**src/rtl/imm_gen_pipe.sv**
```systemverilog
// imm_gen_pipe: pipelined RV32/RV64 immediate generator with a 2-entry output skid buffer.
// Stage p0 is the combinational decode of the incoming instruction. Stage p1 holds the
// main output register (drives the outputs) and the skid register.
// Optional feature macro: IMM_GEN_PIPE_CSR_EN (CSR address / zimm decode for SYSTEM opcodes).
module imm_gen_pipe #(
  parameter int XLEN       = 32,
  parameter int TAG_W      = 8,
  parameter int SLTIU_ZEXT = 0
) (
  input  logic              IMMP_CLOCK_50,
  input  logic              IMMP_RESET_InLow,
  input  logic              IMMP_In_Valid,
  output logic              IMMP_In_Ready,
  input  logic [31:0]       IMMP_Ins_InBUS,
  input  logic [TAG_W-1:0]  IMMP_Tag_InBUS,
  output logic              IMMP_Out_Valid,
  input  logic              IMMP_Out_Ready,
  output logic [XLEN-1:0]   IMMP_Imm_OutBUS,
  output logic [2:0]        IMMP_Fmt_OutBUS,
  output logic [TAG_W-1:0]  IMMP_Tag_OutBUS
);

  localparam logic [2:0] FMT_NONE  = 3'd0;
  localparam logic [2:0] FMT_I     = 3'd1;
  localparam logic [2:0] FMT_S     = 3'd2;
  localparam logic [2:0] FMT_B     = 3'd3;
  localparam logic [2:0] FMT_U     = 3'd4;
  localparam logic [2:0] FMT_J     = 3'd5;
  localparam logic [2:0] FMT_CSR   = 3'd6;
  localparam logic [2:0] FMT_SHAMT = 3'd7;

  localparam logic [6:0] OP_LOAD   = 7'b0000011;
  localparam logic [6:0] OP_IMM    = 7'b0010011;
  localparam logic [6:0] OP_JALR   = 7'b1100111;
  localparam logic [6:0] OP_STORE  = 7'b0100011;
  localparam logic [6:0] OP_BRANCH = 7'b1100011;
  localparam logic [6:0] OP_LUI    = 7'b0110111;
  localparam logic [6:0] OP_AUIPC  = 7'b0010111;
  localparam logic [6:0] OP_JAL    = 7'b1101111;
  localparam logic [6:0] OP_SYSTEM = 7'b1110011;

  // Sign-extend a 32-bit two's-complement value to XLEN (narrower fields are
  // sign-extended to 32 bits by the caller's signed argument conversion).
  function automatic logic [XLEN-1:0] sext32(input logic signed [31:0] v);
    return XLEN'(v);
  endfunction

  function automatic logic [XLEN-1:0] sext12(input logic signed [11:0] v);
    logic signed [31:0] w;
    w = 32'(v);
    return sext32(w);
  endfunction

  function automatic logic [XLEN-1:0] sext13(input logic signed [12:0] v);
    logic signed [31:0] w;
    w = 32'(v);
    return sext32(w);
  endfunction

  function automatic logic [XLEN-1:0] sext21(input logic signed [20:0] v);
    logic signed [31:0] w;
    w = 32'(v);
    return sext32(w);
  endfunction

  function automatic logic [XLEN-1:0] zext12(input logic [11:0] v);
    return XLEN'(v);
  endfunction

  logic [6:0]       w_opcode_p0;
  logic [2:0]       w_funct3_p0;
  logic [5:0]       w_shamt_p0;
  logic [XLEN-1:0]  w_imm_p0;
  logic [2:0]       w_fmt_p0;
  logic             w_in_xfer;
  logic             w_main_free;

  logic             r_main_vld_p1;
  logic [XLEN-1:0]  r_main_imm_p1;
  logic [2:0]       r_main_fmt_p1;
  logic [TAG_W-1:0] r_main_tag_p1;
  logic             r_skid_vld_p1;
  logic [XLEN-1:0]  r_skid_imm_p1;
  logic [2:0]       r_skid_fmt_p1;
  logic [TAG_W-1:0] r_skid_tag_p1;

  assign w_opcode_p0 = IMMP_Ins_InBUS[6:0];
  assign w_funct3_p0 = IMMP_Ins_InBUS[14:12];
  // RV64 shifts use a 6-bit shamt; RV32 uses the low 5 bits only.
  assign w_shamt_p0  = (XLEN == 64) ? IMMP_Ins_InBUS[25:20] : {1'b0, IMMP_Ins_InBUS[24:20]};

  // ---- p0: combinational decode of the incoming instruction ----
  // Decode the immediate and its format from the opcode/funct3 fields.
  always_comb begin
    w_imm_p0 = '0;
    w_fmt_p0 = FMT_NONE;
    case (w_opcode_p0)
      OP_LOAD, OP_JALR: begin
        w_imm_p0 = sext12(IMMP_Ins_InBUS[31:20]);
        w_fmt_p0 = FMT_I;
      end
      OP_IMM: begin
        if (w_funct3_p0 == 3'b001 || w_funct3_p0 == 3'b101) begin
          w_imm_p0 = XLEN'(w_shamt_p0);
          w_fmt_p0 = FMT_SHAMT;
        end else if (w_funct3_p0 == 3'b011 && SLTIU_ZEXT != 0) begin
          w_imm_p0 = zext12(IMMP_Ins_InBUS[31:20]);
          w_fmt_p0 = FMT_I;
        end else begin
          w_imm_p0 = sext12(IMMP_Ins_InBUS[31:20]);
          w_fmt_p0 = FMT_I;
        end
      end
      OP_STORE: begin
        w_imm_p0 = sext12({IMMP_Ins_InBUS[31:25], IMMP_Ins_InBUS[11:7]});
        w_fmt_p0 = FMT_S;
      end
      OP_BRANCH: begin
        w_imm_p0 = sext13({IMMP_Ins_InBUS[31], IMMP_Ins_InBUS[7], IMMP_Ins_InBUS[30:25],
                           IMMP_Ins_InBUS[11:8], 1'b0});
        w_fmt_p0 = FMT_B;
      end
      OP_LUI, OP_AUIPC: begin
        w_imm_p0 = sext32({IMMP_Ins_InBUS[31:12], 12'b0});
        w_fmt_p0 = FMT_U;
      end
      OP_JAL: begin
        w_imm_p0 = sext21({IMMP_Ins_InBUS[31], IMMP_Ins_InBUS[19:12], IMMP_Ins_InBUS[20],
                           IMMP_Ins_InBUS[30:21], 1'b0});
        w_fmt_p0 = FMT_J;
      end
`ifdef IMM_GEN_PIPE_CSR_EN
      OP_SYSTEM: begin
        if (w_funct3_p0 == 3'b101 || w_funct3_p0 == 3'b110 || w_funct3_p0 == 3'b111) begin
          w_imm_p0 = XLEN'(IMMP_Ins_InBUS[19:15]);
          w_fmt_p0 = FMT_CSR;
        end else if (w_funct3_p0 == 3'b001 || w_funct3_p0 == 3'b010 || w_funct3_p0 == 3'b011) begin
          w_imm_p0 = zext12(IMMP_Ins_InBUS[31:20]);
          w_fmt_p0 = FMT_CSR;
        end
      end
`else
      OP_SYSTEM: begin
        w_imm_p0 = '0;
        w_fmt_p0 = FMT_NONE;
      end
`endif
      default: begin
        w_imm_p0 = '0;
        w_fmt_p0 = FMT_NONE;
      end
    endcase
  end

  // Ready depends only on the registered skid state, so no combinational path from Out_Ready.
  assign IMMP_In_Ready = ~r_skid_vld_p1;
  assign w_in_xfer     = IMMP_In_Valid & ~r_skid_vld_p1;
  // Main register can take a new entry when empty or draining this cycle.
  assign w_main_free   = ~r_main_vld_p1 | IMMP_Out_Ready;

  // ---- p1: main output register and skid register ----
  // Refill main from skid first (FIFO order), else from the input; overflow into skid when main stalls.
  always_ff @(posedge IMMP_CLOCK_50 or negedge IMMP_RESET_InLow) begin
    if (!IMMP_RESET_InLow) begin
      r_main_vld_p1 <= 1'b0;
      r_main_imm_p1 <= '0;
      r_main_fmt_p1 <= FMT_NONE;
      r_main_tag_p1 <= '0;
      r_skid_vld_p1 <= 1'b0;
      r_skid_imm_p1 <= '0;
      r_skid_fmt_p1 <= FMT_NONE;
      r_skid_tag_p1 <= '0;
    end else if (w_main_free) begin
      if (r_skid_vld_p1) begin
        r_main_vld_p1 <= 1'b1;
        r_main_imm_p1 <= r_skid_imm_p1;
        r_main_fmt_p1 <= r_skid_fmt_p1;
        r_main_tag_p1 <= r_skid_tag_p1;
        r_skid_vld_p1 <= 1'b0;
      end else if (w_in_xfer) begin
        r_main_vld_p1 <= 1'b1;
        r_main_imm_p1 <= w_imm_p0;
        r_main_fmt_p1 <= w_fmt_p0;
        r_main_tag_p1 <= IMMP_Tag_InBUS;
      end else begin
        r_main_vld_p1 <= 1'b0;
      end
    end else if (w_in_xfer) begin
      r_skid_vld_p1 <= 1'b1;
      r_skid_imm_p1 <= w_imm_p0;
      r_skid_fmt_p1 <= w_fmt_p0;
      r_skid_tag_p1 <= IMMP_Tag_InBUS;
    end
  end

  assign IMMP_Out_Valid  = r_main_vld_p1;
  assign IMMP_Imm_OutBUS = r_main_imm_p1;
  assign IMMP_Fmt_OutBUS = r_main_fmt_p1;
  assign IMMP_Tag_OutBUS = r_main_tag_p1;

endmodule

```
**config.mk**
```make
export PLATFORM = sky130hd
export DESIGN_NAME = imm_gen_pipe
export DESIGN_NICKNAME = d
export VERILOG_FILES = /design/src/rtl/imm_gen_pipe.sv
export SDC_FILE = /design/constraint.sdc
export NUM_CORES = 1
export LEC_CHECK = 0
export BUFFER_PORTS_ARGS = -buffer_cell sky130_fd_sc_hd__clkbuf_2
export CAP_MARGIN = 0
export CORE_MARGIN = 1
export CORE_UTILIZATION = 55
export CTS_BUF_LIST = sky130_fd_sc_hd__clkbuf_4
export CTS_CLUSTER_DIAMETER = 30
export CTS_CLUSTER_SIZE = 25
export DETAILED_ROUTE_END_ITERATION = 16
export PLACE_DENSITY = 0.81
export SLEW_MARGIN = 20
export SYNTH_ARGS = -nofsm -noshare
export SYNTH_HDL_FRONTEND = slang
export SYNTH_SLANG_ARGS = --single-unit
```
**constraint.sdc**
```tcl
create_clock -name IMMP_CLOCK_50 -period 2.11 [get_ports IMMP_CLOCK_50]
set_clock_uncertainty 0.15 [all_clocks]
set_input_delay 0.3165 -clock IMMP_CLOCK_50 [delete_from_list [all_inputs] [get_ports IMMP_CLOCK_50]]
set_output_delay 0.3165 -clock IMMP_CLOCK_50 [all_outputs]
set_load 0.02 [all_outputs]
```
==> impl_results.md <==
- Outcome: completed
- Worst path slowest cell: dfrtp_1
- Sequential Power Share: 0.525
- Crit-path cells: inv_1 -> buf_4 -> clkbuf_2
- Hold Crit Class: primary input to register
- Area grow syn2layout: 25.1%
- Max Slew Vio Count: 0
- Final WL: 10.1 mm
- PD cells: 783 mW/mm^2
- Max-cap violations: 0
- Design Area, Final: approximately 0.005 sq mm
- Clk sinks: 88
- CTS tree: built
- Clk network pwr share: 0.238
- Mapped Nets: 468
- Clk_lat worst skew: 0.43 ns
- Sequential area share after synthesis: 0.552
- Post-DR vias/cell: 5.55
- Clock transition at the registers of the reported paths: 0.13 ns
- #FFs+latches synth: 88
- CP Max Fanout: 23
- Chip width: slightly below 90 um
- Port Buffers: 88
- # resized after CTS: 0
- Fillers: 555
- Synth top area share: 0.552
- LEAKAGE: 2.37 nW
- Average cell area after synthesis: 9.41 sq um
- Ys async rst share: 1.00
- CP peak stage delay: 0.44 ns
- CP Class: register to primary output
- Final Cycle Share: 0.914
- Worst Setup End Kind: primary output
- Post-DR wirelength/cell: 15.6 um
- Post-Syn Area: 0.00399 sq mm
- Cell variety after synth: 42
- Req. time, crit path: about 1.6 ns
- Antenna Nets Post-Route: 0
- Core Box Area: 0.00691 sq mm
- GRT Total Usage: 0.283
- Final setup viols: 0
- Final setup TNS: 0 ns
- Internal Pwr Total: approximately 0.0026 W
- # nets final: around 590
- First-pass GRT wire length: 16.4 mm
- CTS max path bufs: 2
- Pin count of the biggest net entering global routing: 52
- DRC errors left: 0
- Final Hold Viols: 0
- Peak supply drop: about 0.36 mV
- Post-synth EDFFs: 0
- F_max: slightly above 500 MHz
- Cells taking the most area after synthesis: dfrtp_1, nand2_1, o21ai_0
- Clk root buf: clkbuf_4
- Gate power share: 0.237
- Vias: 3579
- Starting density of the core: 0.578
- Ant. Diodes: 0
- Fin crit period: 1.93 ns
- Tightest Pin Transition: 0.764 ns
- Fraction of layout cells with a size suffix above 1: 0.255
- Post-Syn Instances: 424
- Ports: between 80 and 90
- Die Height: around 87 um
- Die ar.: 0.00760 sq mm
- Router iterations before antenna repair: 5
- Leading area contributor after synthesis: dfrtp_1
- Hold Slack: roughly 0.020 ns
- Switch share: 0.326
- Antenna violations before repair: 0
- Placer Congestion: 0.848
- Post-DP HPWL: 6.85 mm
- Crit path DAT: between 1 and 1.5 ns
- Row count: 30
- Max_slew headroom: 0.490
- Critical Path Start Type: register
- Most common cell after layout, fill and taps aside: dfrtp_1
- Most frequent cells in the layout: dfrtp_1, clkbuf_2, nand2_1
- RSZ-0062 raised after global routing: no
- CTS H-tree depth: 3
- Placed inst area: 0.00462 sq mm
- Number of global-route vias before repair: roughly 3600
- DRT iter0 DRCs: 233
- Net Switching: between 0.001 and 0.0015 W
- Syn. warnings: 0
- Grt ovf: 0
- Post-synth top flop: dfrtp_1
- Total CTS buffers: 9
synthesized netlist by cell type (2+ instances only):
library cell	n
a211oi_1	20
a21oi_1	25
a22o_1	6
a22oi_1	4
a31oi_1	12
and3_1	7
buf_2	3
buf_6	3
clkbuf_1	17
dfrtp_1	88
dlygate4sd1_1	2
inv_1	9
mux2_2	2
mux2i_1	9
nand2_1	78
nand2b_1	3
nand3_1	2
nand3b_1	2
nor2_1	45
nor3_1	21
o21a_1	2
o21ai_0	39
o22ai_1	6
repair_timing:
action	CTS	global route
setup endpoints to repair	0	0
buffers inserted	0	0
hold endpoints to repair	64	1
hold buffers	23	1
registers in the layout, indices dropped and copies added (netlist names):
register / flops
r_skid_fmt_p1: 3
IMMP_Fmt_OutBUS: 3
r_skid_tag_p1: 8
IMMP_Out_Valid: 1
IMMP_Imm_OutBUS: 32
r_skid_imm_p1: 32
IMMP_Tag_OutBUS: 8
r_skid_vld_p1: 1
per-layer routing:
layer	GRT usage	up-vias	part of all wire
li1	-	1723	-
met1	0.375	1707	0.44
met2	0.460	131	0.48
met3	0.0512	18	0.060
met4	0.122	0	0.016
met5	0	-	0
power groups by stage:
stage	combinational [W]	sequential, W	clock, W
6_report	0.000926	0.00205	0.000929
5_1_grt	0.00102	0.00208	0.00101
4_1_cts	0.000926	0.00205	0.000948
3_5_place_dp	0.000891	0.00208	0
3_3_place_gp	0.000865	0.00207	0
2_1_floorplan	0.000379	0.00223	0
cell type report:
type,instances,area [sq um],area share
timing repair buffer,137,896,0.179
clock buffer,10,75.1,0.0150
sequential,88,2200,0.441
tap,96,120,0.0241
clock inverter,6,58.8,0.0118
inverter,9,33.8,0.00677
multi-input combinational,299,1610,0.322
stage by stage:
stage | power, W | worst slack [ns] | std cells | util
CTS | 0.00392 | 0.181 | 644 | 0.721
global placement | 0.00293 | 0.0396 | 605 | 0.668
finish | 0.00391 | 0.181 | 645 | 0.723
floorplan | 0.00261 | 0.000723 | 424 | -
detailed placement | 0.00297 | -0.133 | 605 | 0.668
global route | 0.00411 | 0.0611 | 645 | 0.723
logic make-up after synthesis:
group	synth area share
AOI/OAI and AO/OA	0.191
buffers and inverters	0.0486
DFF	0.552
muxes	0.0282
and+or+nand+nor	0.180
worst paths after layout:
kind / from / endpoint / slack (ns) / cells past startpoint
worst max-delay path: r_skid_vld_p1 / IMMP_In_Ready / 0.18 / 3
worst min-delay path: IMMP_Ins_InBUS[20] / IMMP_Imm_OutBUS[20] / 0.02 / 3
worst max register to register: IMMP_Out_Valid / IMMP_Imm_OutBUS[29] / 0.19 / 5
worst min register to register: r_skid_imm_p1[11] / r_skid_imm_p1[11] / 0.34 / 2
max in group asynchronous: IMMP_RESET_InLow / IMMP_Imm_OutBUS[2] / 0.93 / 3
min in group asynchronous: IMMP_RESET_InLow / IMMP_Tag_OutBUS[5] / 0.24 / 2
critical path: cells and delay by family, from the launching register on:
kind                   cells  cell delay (ns)
flip-flops                 1             0.44
buffers and inverters      3             0.59
Note: power is estimated with default switching activity, not from simulation.
